--- config.mk ---
export PLATFORM = sky130hd
export DESIGN_NAME = serial_paralelo_rx
export DESIGN_NICKNAME = d
export VERILOG_FILES = /design/src/rtl/serial_paralelo_rx_pkg.sv /design/src/rtl/serial_paralelo_rx_shift_det.sv /design/src/rtl/serial_paralelo_rx.sv
export SDC_FILE = /design/constraint.sdc
export NUM_CORES = 1
export LEC_CHECK = 0
export BUFFER_PORTS_ARGS = -buffer_cell sky130_fd_sc_hd__buf_2
export CAP_MARGIN = 0
export CORE_UTILIZATION = 60
export CTS_BUF_LIST = sky130_fd_sc_hd__clkbuf_16
export DETAILED_ROUTE_END_ITERATION = 10
export GPL_TIMING_DRIVEN = 0
export PLACE_DENSITY = 0.82
export SYNTH_ARGS = -nofsm -noshare
export SYNTH_HDL_FRONTEND = slang
export SYNTH_SLANG_ARGS = --single-unit
--- constraint.sdc ---
create_clock -name clk_32f -period 4.44 [get_ports clk_32f]
set_input_delay 0.444 -clock clk_32f [delete_from_list [all_inputs] [get_ports clk_32f]]
set_output_delay 0.444 -clock clk_32f [all_outputs]
set_load 0.02 [all_outputs]
--- src/rtl/serial_paralelo_rx_pkg.sv ---
// Shared definitions for the PHY serial receive path.
//   ComSym     : comma/alignment symbol, idle filler once the link is active
//   rx_state_e : receiver lock state (hunt for comma, count commas, active)
package serial_paralelo_rx_pkg;

  localparam logic [7:0] ComSym = 8'hBC;

  typedef enum logic [1:0] {
    StHunt   = 2'd0,
    StInit   = 2'd1,
    StActive = 2'd2
  } rx_state_e;

endpackage

--- src/rtl/serial_paralelo_rx_shift_det.sv ---
// serial_shift_detector: 8-bit MSB-first shift register with comma comparator.
// Ports:
//   clk_i       : bit clock (clk_32f)
//   rst_i       : synchronous active-high reset, clears the register
//   data_i      : serial input bit
//   shreg_nxt_o : register contents including the bit being sampled this edge
//   com_match_o : shreg_nxt_o equals the comma symbol
module serial_shift_detector #(
  parameter logic [7:0] ComSymP = 8'hBC
) (
  input  logic       clk_i,
  input  logic       rst_i,
  input  logic       data_i,
  output logic [7:0] shreg_nxt_o,
  output logic       com_match_o
);

  logic [7:0] shreg_q;

  // Look-ahead view so the FSM can act on a complete byte on the edge that samples its LSB.
  assign shreg_nxt_o = {shreg_q[6:0], data_i};
  assign com_match_o = (shreg_nxt_o == ComSymP);

  always_ff @(posedge clk_i) begin
    if (rst_i) begin
      shreg_q <= 8'h00;
    end else begin
      shreg_q <= shreg_nxt_o;
    end
  end

endmodule

--- src/rtl/serial_paralelo_rx.sv ---
// serial_paralelo_rx: receive-side deserializer. Hunts bit-by-bit for the comma,
// requires BC_COUNT aligned commas to go active, then presents each non-comma
// byte in parallel, held for one byte slot.
// Ports:
//   clk_32f     : bit clock, one serial bit per rising edge
//   rst         : synchronous active-high reset
//   data_in     : serial bit stream, MSB first
//   active      : link active (sticky until reset)
//   data_out    : last received non-comma byte
//   valid_out   : data_out was received in the current byte slot
//   byte_strobe : one-cycle pulse at each aligned byte boundary
module serial_paralelo_rx
  import serial_paralelo_rx_pkg::*;
#(
  parameter int unsigned BC_COUNT = 4,
  parameter logic [7:0]  COM_SYM  = ComSym
) (
  input  logic       clk_32f,
  input  logic       rst,
  input  logic       data_in,
  output logic       active,
  output logic [7:0] data_out,
  output logic       valid_out,
  output logic       byte_strobe
);

  localparam int unsigned CntW = $clog2(BC_COUNT + 1);
  localparam logic [CntW-1:0] BcCountW = CntW'(BC_COUNT);

  rx_state_e       state_q, state_d;
  logic [2:0]      bit_cnt_q, bit_cnt_d;
  logic [CntW-1:0] com_cnt_q, com_cnt_d, com_cnt_inc;
  logic            active_q, active_d;
  logic [7:0]      data_q, data_d;
  logic            valid_q, valid_d;
  logic            strobe_q, strobe_d;

  logic [7:0] shreg_nxt;
  logic       com_match;
  logic       boundary;

  serial_shift_detector #(
    .ComSymP (COM_SYM)
  ) u_shift_det (
    .clk_i       (clk_32f),
    .rst_i       (rst),
    .data_i      (data_in),
    .shreg_nxt_o (shreg_nxt),
    .com_match_o (com_match)
  );

  assign boundary    = (bit_cnt_q == 3'd7);
  assign com_cnt_inc = (com_cnt_q == BcCountW) ? com_cnt_q : com_cnt_q + CntW'(1);

  always_comb begin
    state_d   = state_q;
    bit_cnt_d = bit_cnt_q;
    com_cnt_d = com_cnt_q;
    active_d  = active_q;
    data_d    = data_q;
    valid_d   = valid_q;
    strobe_d  = 1'b0;

    unique case (state_q)
      StHunt: begin
        if (com_match) begin
          bit_cnt_d = 3'd0;
          com_cnt_d = CntW'(1);
          strobe_d  = 1'b1;
          if (BC_COUNT == 1) begin
            state_d  = StActive;
            active_d = 1'b1;
          end else begin
            state_d = StInit;
          end
        end
      end
      StInit: begin
        bit_cnt_d = bit_cnt_q + 3'd1;
        if (boundary) begin
          strobe_d = 1'b1;
          if (com_match) begin
            com_cnt_d = com_cnt_inc;
            if (com_cnt_inc == BcCountW) begin
              state_d  = StActive;
              active_d = 1'b1;
            end
          end else begin
            // Broken comma run: drop alignment and resume the bit-level search.
            state_d   = StHunt;
            com_cnt_d = '0;
            bit_cnt_d = 3'd0;
          end
        end
      end
      StActive: begin
        bit_cnt_d = bit_cnt_q + 3'd1;
        if (boundary) begin
          strobe_d = 1'b1;
          if (!com_match) begin
            data_d  = shreg_nxt;
            valid_d = 1'b1;
          end else begin
            valid_d = 1'b0;
          end
        end
      end
      default: begin
        state_d = StHunt;
      end
    endcase
  end

  always_ff @(posedge clk_32f) begin
    if (rst) begin
      state_q   <= StHunt;
      bit_cnt_q <= 3'd0;
      com_cnt_q <= '0;
      active_q  <= 1'b0;
      data_q    <= 8'h00;
      valid_q   <= 1'b0;
      strobe_q  <= 1'b0;
    end else begin
      state_q   <= state_d;
      bit_cnt_q <= bit_cnt_d;
      com_cnt_q <= com_cnt_d;
      active_q  <= active_d;
      data_q    <= data_d;
      valid_q   <= valid_d;
      strobe_q  <= strobe_d;
    end
  end

  assign active      = active_q;
  assign data_out    = data_q;
  assign valid_out   = valid_q;
  assign byte_strobe = strobe_q;

endmodule
==> results of run 1 <==
-- per-stage QoR --
stage / cells / hold slack, ns / power, mW / util (%)
final: 165 / 0.454 / 0.443 / 75.9
after global routing: 165 / 0.487 / 0.450 / 75.9
after CTS: 165 / 0.457 / 0.444 / 75.9
after detailed placement: 161 / 0.460 / 0.250 / 71.5
after global placement: 161 / 0.447 / 0.249 / 71.5
after floorplan: 123 / 0.454 / 0.246 / -
-- kinds of logic after synthesis --
kind of cell,count (synthesis)
fa+ha+maj,8
flops,26
compound gates,29
mux,8
simple gates,42
buf+inv,10
-- worst register-to-register path, cell delays in order, from the launching register on --
cell and delay (ns):
dfxtp_1 0.42, ha_1 0.29, inv_1 0.10, nor3_1 0.63, o21ai_0 0.26, o22ai_1 0.21
-- layout make-up --
cell class	instances	area, µm²	share of cell area, %
Buffer	3	11.3	0.823
Clock buffer	3	75.1	5.49
Clock inverter	1	3.75	0.274
Inverter	7	26.3	1.92
Multi-Input combinational cell	87	634	46.4
Sequential cell	26	520	38.1
Tap cell	25	31.3	2.29
Timing Repair Buffer	13	65.1	4.76
-- Yosys cell counts (3+ instances only) --
library cell | count | share of area, %
dfxtp_1 | 26 | 44
nor2_1 | 11 | 3.5
ha_1 | 8 | 8.4
mux2i_1 | 8 | 6.7
a21oi_1 | 7 | 2.9
inv_1 | 7 | 2.2
nor2b_1 | 7 | 3.7
o21ai_0 | 6 | 2.5
nand2b_1 | 5 | 2.6
clkbuf_1 | 3 | 0.94
nor3_1 | 3 | 1.3
-- registers in the layout (all words and copies together) (netlist names) --
register / count
state_q: 2
com_cnt_q: 3
bit_cnt_q: 3
byte_strobe: 1
u_shift_det.shreg_q: 7
active: 1
valid_out: 1
data_out: 8
-- final timing paths --
| path | depth (start not counted) | from | slack, ns | to |
|---|---|---|---|---|
| max | 5 | state_q[0]$_SDFFE_PP0P_ | 2.46 | bit_cnt_q[0]$_SDFFE_PP0P_ |
| max reg2reg | 5 | state_q[0]$_SDFFE_PP0P_ | 2.46 | bit_cnt_q[0]$_SDFFE_PP0P_ |
| min reg2reg | 2 | active$_SDFFE_PP0P_ | 0.47 | active$_SDFFE_PP0P_ |
| min | 2 | data_in | 0.45 | u_shift_det.shreg_q[0]$_SDFF_PP0_ |
-- metal layers --
layer  vias to the layer above  share of wire, %  wire length, µm  track usage (%)
met5                         -                 0                0                0
met4                         0               1.9               47             11.8
met3                         7               5.2              130             3.92
met2                        33                51             1280             46.7
met1                       469                42             1060             31.8
li1                        481                 -                -                -
-- power groups by stage --
stage                     registers, mW  logic, mW  clock network, mW
after floorplan                   0.241    0.00535                  0
after global placement            0.241    0.00827                  0
after detailed placement          0.241    0.00852                  0
after CTS                         0.236    0.00855              0.199
after global routing              0.236    0.00918              0.205
final                             0.236    0.00864              0.198
-- placed cells by master (no fill, tap or decap), types with 5 or more instances in the layout --
cell type / instances
inv_1: 7
a21oi_1: 7
nand2b_1: 5
o21ai_0: 6
nor2b_1: 7
buf_2: 13
dfxtp_1: 26
ha_1: 8
mux2i_1: 8
nor2_1: 11
==> results.yml, run 1 <==
grt:
  track_usage_pct: 26.7
  grt_max_degree: 15
  grt_first_pass_wirelength_um: 4040
  first_global_vias: 915
  antenna_found_initial: 0
  grt-ovfl-total: 0
synth:
  ys_seq_elements: 26
  synth.net_count: 134
  synthMuxAreaShare_pct: 6.72
  ys.flop_type: "dfxtp_1"
  synth_simple_gate_area_share_pct: 21.6
  yosysUniqueCellTypes: 36
  synth_top_family_by_area: "simple AND/OR/NAND/NOR gates"
  synth_xor_xnor_area_share_pct: 0
  synth-async-reset-ratio_pct: 0
  yosysSeqAreaShare_pct: 43.7
  synth_compound_area_share_pct: 16.5
  synth_area_mm2: 0.00119
  yosys_warnings: 0
  yosys.area_share.adder_pct: 8.39
  avgSynthCellArea_um2: 9.69
  synth_edf_count: 0
  synth_cells: 123
setup_path:
  crit_family: "simple AND/OR/NAND/NOR gates"
  cp_data_required_time_ns: 4.62
  worstSetupStartpointType: "flip-flop"
  cp-end-kind: "flip-flop"
  critical_path.max_stage_delay_ns: 0.63
  cp_data_arrival_time_ns: 2.17
  path_class: "flip-flop to flip-flop"
  path_buf_inv: 1
  cp_max_fo: 6
  cp_cell_sequence: "ha_1 > inv_1 > nor3_1 > o21ai_0 > o22ai_1"
  cpMaxStageDelayCell: "nor3_1"
place:
  io_buffers: 13
  dp_slack_ns: 2.52
  place_area_mm2: 0.00129
  gp_congestion: 0.851
  dp_hpwl_um: 1770
die:
  start_util_pct: 66.2
  die_x_um: 46.6
  rows: 15
  ios: 14
  core-area_mm2: 0.00180
  dieArea_mm2: 0.00217
  die_h_um: 46.6
power:
  pwr-share-clk_pct: 44.7
  intPower_mw: 0.358
  power.density_mw_per_mm2: 324
  pwr-share-comb_pct: 2.0
  p_sw_mw: 0.0843
  swShare_pct: 19.1
  ir_drop_mv: 0.355
  leakage_nw: 0.524
  p_seq_share_pct: 53.3
sta:
  finalClockSkew_ns: 0.00313
  finalCritPeriodShare_pct: 44.6
  period_minus_slack_ns: 1.98
  drv_slew: 0
  rsz0062_at_grt: "no"
  fmax_mhz: 505
  hold_viol_final: 0
  finalSetupViolations: 0
  tns_ns: 0
  setup_ws_ns: 2.46
  worst_pin_slew_ns: 0.747
  slew_headroom_pct: 49.8
cts:
  hold_buffers: 0
  cts_sinks: 26
  postCtsSetupRepairBufs: 0
  clk-insertion-delay-late_ns: 0.26
  cts_tree: "yes"
  root_buffer: "clkbuf_16"
  cts_resized: 0
  clk_pin_slew_ns: 0.06
  htree_levels: 1
  clockBufferDepth: 2
  cts-buffers-inserted: 3
finish:
  post-route-cell-area_mm2: 0.00137
  n_antenna_cell: 0
  drive_gt1_share_pct: 15.7
  area_delta_synth_final_pct: 14.7
  fill_cells: 131
  final_nets: 152
drt:
  drtAntennaViolNets: 0
  vias: 990
  routed_wirelength_um: 2520
  drt_iter0_drc: 20
  drc: 0
  routedWlPerCell_um: 15.3
  routed_via_density: 6.00
  dr.pass1.iters: 4
worst_hold_path:
  hold_class: "input port to flip-flop"
job:
  max_cap_violations: 0
outcome:
  status: "finished, final reports clean"
No activity file was read; power rests on OpenSTA's default activity.
==> run 2, diff against run 1 <==
--- a/config.mk
+++ b/config.mk
@@ -7,11 +7,11 @@
 export LEC_CHECK = 0
 export BUFFER_PORTS_ARGS = -buffer_cell sky130_fd_sc_hd__buf_2
 export CAP_MARGIN = 0
-export CORE_UTILIZATION = 60
+export CORE_UTILIZATION = 55
 export CTS_BUF_LIST = sky130_fd_sc_hd__clkbuf_16
 export DETAILED_ROUTE_END_ITERATION = 10
 export GPL_TIMING_DRIVEN = 0
-export PLACE_DENSITY = 0.82
+export PLACE_DENSITY = 0.76
 export SYNTH_ARGS = -nofsm -noshare
 export SYNTH_HDL_FRONTEND = slang
 export SYNTH_SLANG_ARGS = --single-unit
==> constraint.sdc (replaced) <==
create_clock -name clk_32f -period 2.05 [get_ports clk_32f]
set_input_delay 0.205 -clock clk_32f [delete_from_list [all_inputs] [get_ports clk_32f]]
set_output_delay 0.205 -clock clk_32f [all_outputs]
set_load 0.02 [all_outputs]
==> run 2 against run 1 <==
First-iteration DRC count is 25% lower. Hold slack lost 0.22 ns. Critical path depth rose by 1. Setup slack worse by 2.3 ns. Register-to-register slack worse by 2.3 ns. Sequential share of layout area fell by 0.73 points. Final cell count increased by 1.2%. Total power rose by 150%. Non-clock buffer count is the same. Die area up 8.7%. Critical endpoint is now state_q[0]$_SDFFE_PP0P_. Largest cell class unchanged.
==> results.yml, run 2 (same netlist as run 1, synthesis figures left out) <==
outcome:
  status: "finished, final reports clean"
cts:
  htree_levels: 1
  clockBufferDepth: 2
  postCtsSetupRepairBufs: 0
  cts_sinks: 26
  clk-insertion-delay-late_ns: 0.26
  cts-buffers-inserted: 3
  cts_tree: "yes"
  root_buffer: "clkbuf_16"
  clk_pin_slew_ns: 0.07
place:
  io_buffers: 13
  dp_hpwl_um: 1690
  gp_congestion: 0.856
  place_area_mm2: 0.00129
  dp_slack_ns: 0.0999
worst_hold_path:
  hold_depth: 2
  whs_endpoint: "u_shift_det.shreg_q[0]$_SDFF_PP0_"
  min_from: "data_in"
  hold_class: "input port to flip-flop"
drt:
  drc: 0
  routed_via_density: 5.80
  dr.pass1.iters: 4
  drtAntennaViolNets: 0
  routedWlPerCell_um: 14.3
  vias: 968
  routed_wirelength_um: 2390
  drt_iter0_drc: 15
finish:
  area_delta_synth_final_pct: 17.2
  fin_util_pct: 69.8
  final_nets: 152
  fill_cells: 171
  drive_gt1_share_pct: 17.1
  post-route-cell-area_mm2: 0.00140
  n_antenna_cell: 0
  layout_common_cells: "25 x dfxtp_1, 13 x buf_2, 11 x nor2_1, 8 x mux2i_1, 8 x ha_1"
  largest_reg_flops: 8
  layout_commonest_cell: "dfxtp_1"
grt:
  grt_max_degree: 16
  grt_first_pass_wirelength_um: 4090
  track_usage_pct: 22.7
  grt-ovfl-total: 0
  first_global_vias: 920
  antenna_found_initial: 0
die:
  rows: 16
  start_util_pct: 59.6
  dieArea_mm2: 0.00236
  ios: 14
  die_h_um: 48.6
  core-area_mm2: 0.00200
  die_x_um: 48.6
sta:
  worst_pin_slew_ns: 0.680
  fmax_mhz: 521
  drv_slew: 0
  setup_ws_ns: 0.129
  rsz0062_at_grt: "no"
  finalCritPeriodShare_pct: 93.7
  period_minus_slack_ns: 1.92
  finalSetupViolations: 0
  hold_viol_final: 0
  tns_ns: 0
  slew_headroom_pct: 54.3
  finalClockSkew_ns: 0.00419
setup_path:
  rrSetupSlack_ns: 0.13
  cpMaxStageDelayCell: "or3b_1"
  worstReg2RegStart: "com_cnt_q[0]$_SDFFE_PP0P_"
  cp_max_fo: 6
  cp_data_arrival_time_ns: 2.11
  cp_cell_sequence: "inv_1 > ha_1 > or3b_1 > a311o_1 > a211oi_2 > mux2i_1"
  r2r-end: "state_q[0]$_SDFFE_PP0P_"
  r2r_cells: 6
  cp_data_required_time_ns: 2.24
  worstSetupStartpointType: "flip-flop"
  cp-end-kind: "flip-flop"
  critical_path.max_stage_delay_ns: 0.41
  path_class: "flip-flop to flip-flop"
  crit_family: "compound AO/OA/AOI/OAI gates"
  path_buf_inv: 1
power:
  ir_drop_mv: 0.580
  finalPower_mw: 1.10
  power.density_mw_per_mm2: 785
  leakage_nw: 0.537
job:
  max_cap_violations: 0
-- run 2: metrics by stage --
stage | cells | hold slack [ns]
floorplan | 123 | 0.333
global placement | 163 | 0.446
detailed placement | 163 | 0.460
CTS | 167 | 0.228
global route | 167 | 0.243
finish | 167 | 0.229
-- run 2: power breakdown --
| part | internal, mW | total, mW | switching [mW] |
|---|---|---|---|
| Clock | 0.389 | 0.567 | 0.179 |
| Combinational | 0.00682 | 0.0181 | 0.0113 |
| Sequential | 0.508 | 0.511 | 0.00303 |
| Total | 0.904 | 1.10 | 0.193 |
-- run 2: what timing repair did --
action                     4_1_cts  5_1_grt
resized for setup                0        1
setup endpoints to repair        0        1
hold buffers                     0        0
-- run 2: worst register-to-register path: stages (launching register included) --
cell and delay, ns:
dfxtp_2 0.38, inv_1 0.06, ha_1 0.24, or3b_1 0.41, a311o_1 0.34, a211oi_2 0.21, mux2i_1 0.21
-- run 2: how the worst max path moves through the flow --
| stage | startpoint | end | depth (start not counted) |
|---|---|---|---|
| after floorplan | com_cnt_q[0]$_SDFFE_PP0P_ | state_q[0]$_SDFFE_PP0P_ | 6 |
| after global placement | com_cnt_q[0]$_SDFFE_PP0P_ | state_q[0]$_SDFFE_PP0P_ | 6 |
| after detailed placement | com_cnt_q[0]$_SDFFE_PP0P_ | state_q[0]$_SDFFE_PP0P_ | 6 |
| after CTS | com_cnt_q[0]$_SDFFE_PP0P_ | state_q[0]$_SDFFE_PP0P_ | 6 |
| after global routing | bit_cnt_q[0]$_SDFFE_PP0P_ | data_out[5]$_SDFFE_PP0P_ | 6 |
| final | com_cnt_q[0]$_SDFFE_PP0P_ | state_q[0]$_SDFFE_PP0P_ | 6 |
-- run 2: layer usage --
layer / track usage (%) / up-vias / share of wire, %
li1: - / 481 / -
met1: 25.1 / 456 / 42
met2: 42.0 / 26 / 52
met3: 3.77 / 5 / 3.9
met4: 10.3 / 0 / 1.9
met5: 0 / - / 0
-- run 2: layout make-up --
| class | instances | area [µm²] | share of cell area [%] |
|---|---|---|---|
| Clock inverter | 1 | 30.0 | 2.15 |
| Tap cell | 27 | 33.8 | 2.42 |
| Timing Repair Buffer | 13 | 65.1 | 4.66 |
| Multi-Input combinational cell | 87 | 634 | 45.4 |
| Sequential cell | 26 | 522 | 37.3 |
| Inverter | 7 | 26.3 | 1.88 |
| Buffer | 3 | 11.3 | 0.806 |
| Clock buffer | 3 | 75.1 | 5.37 |
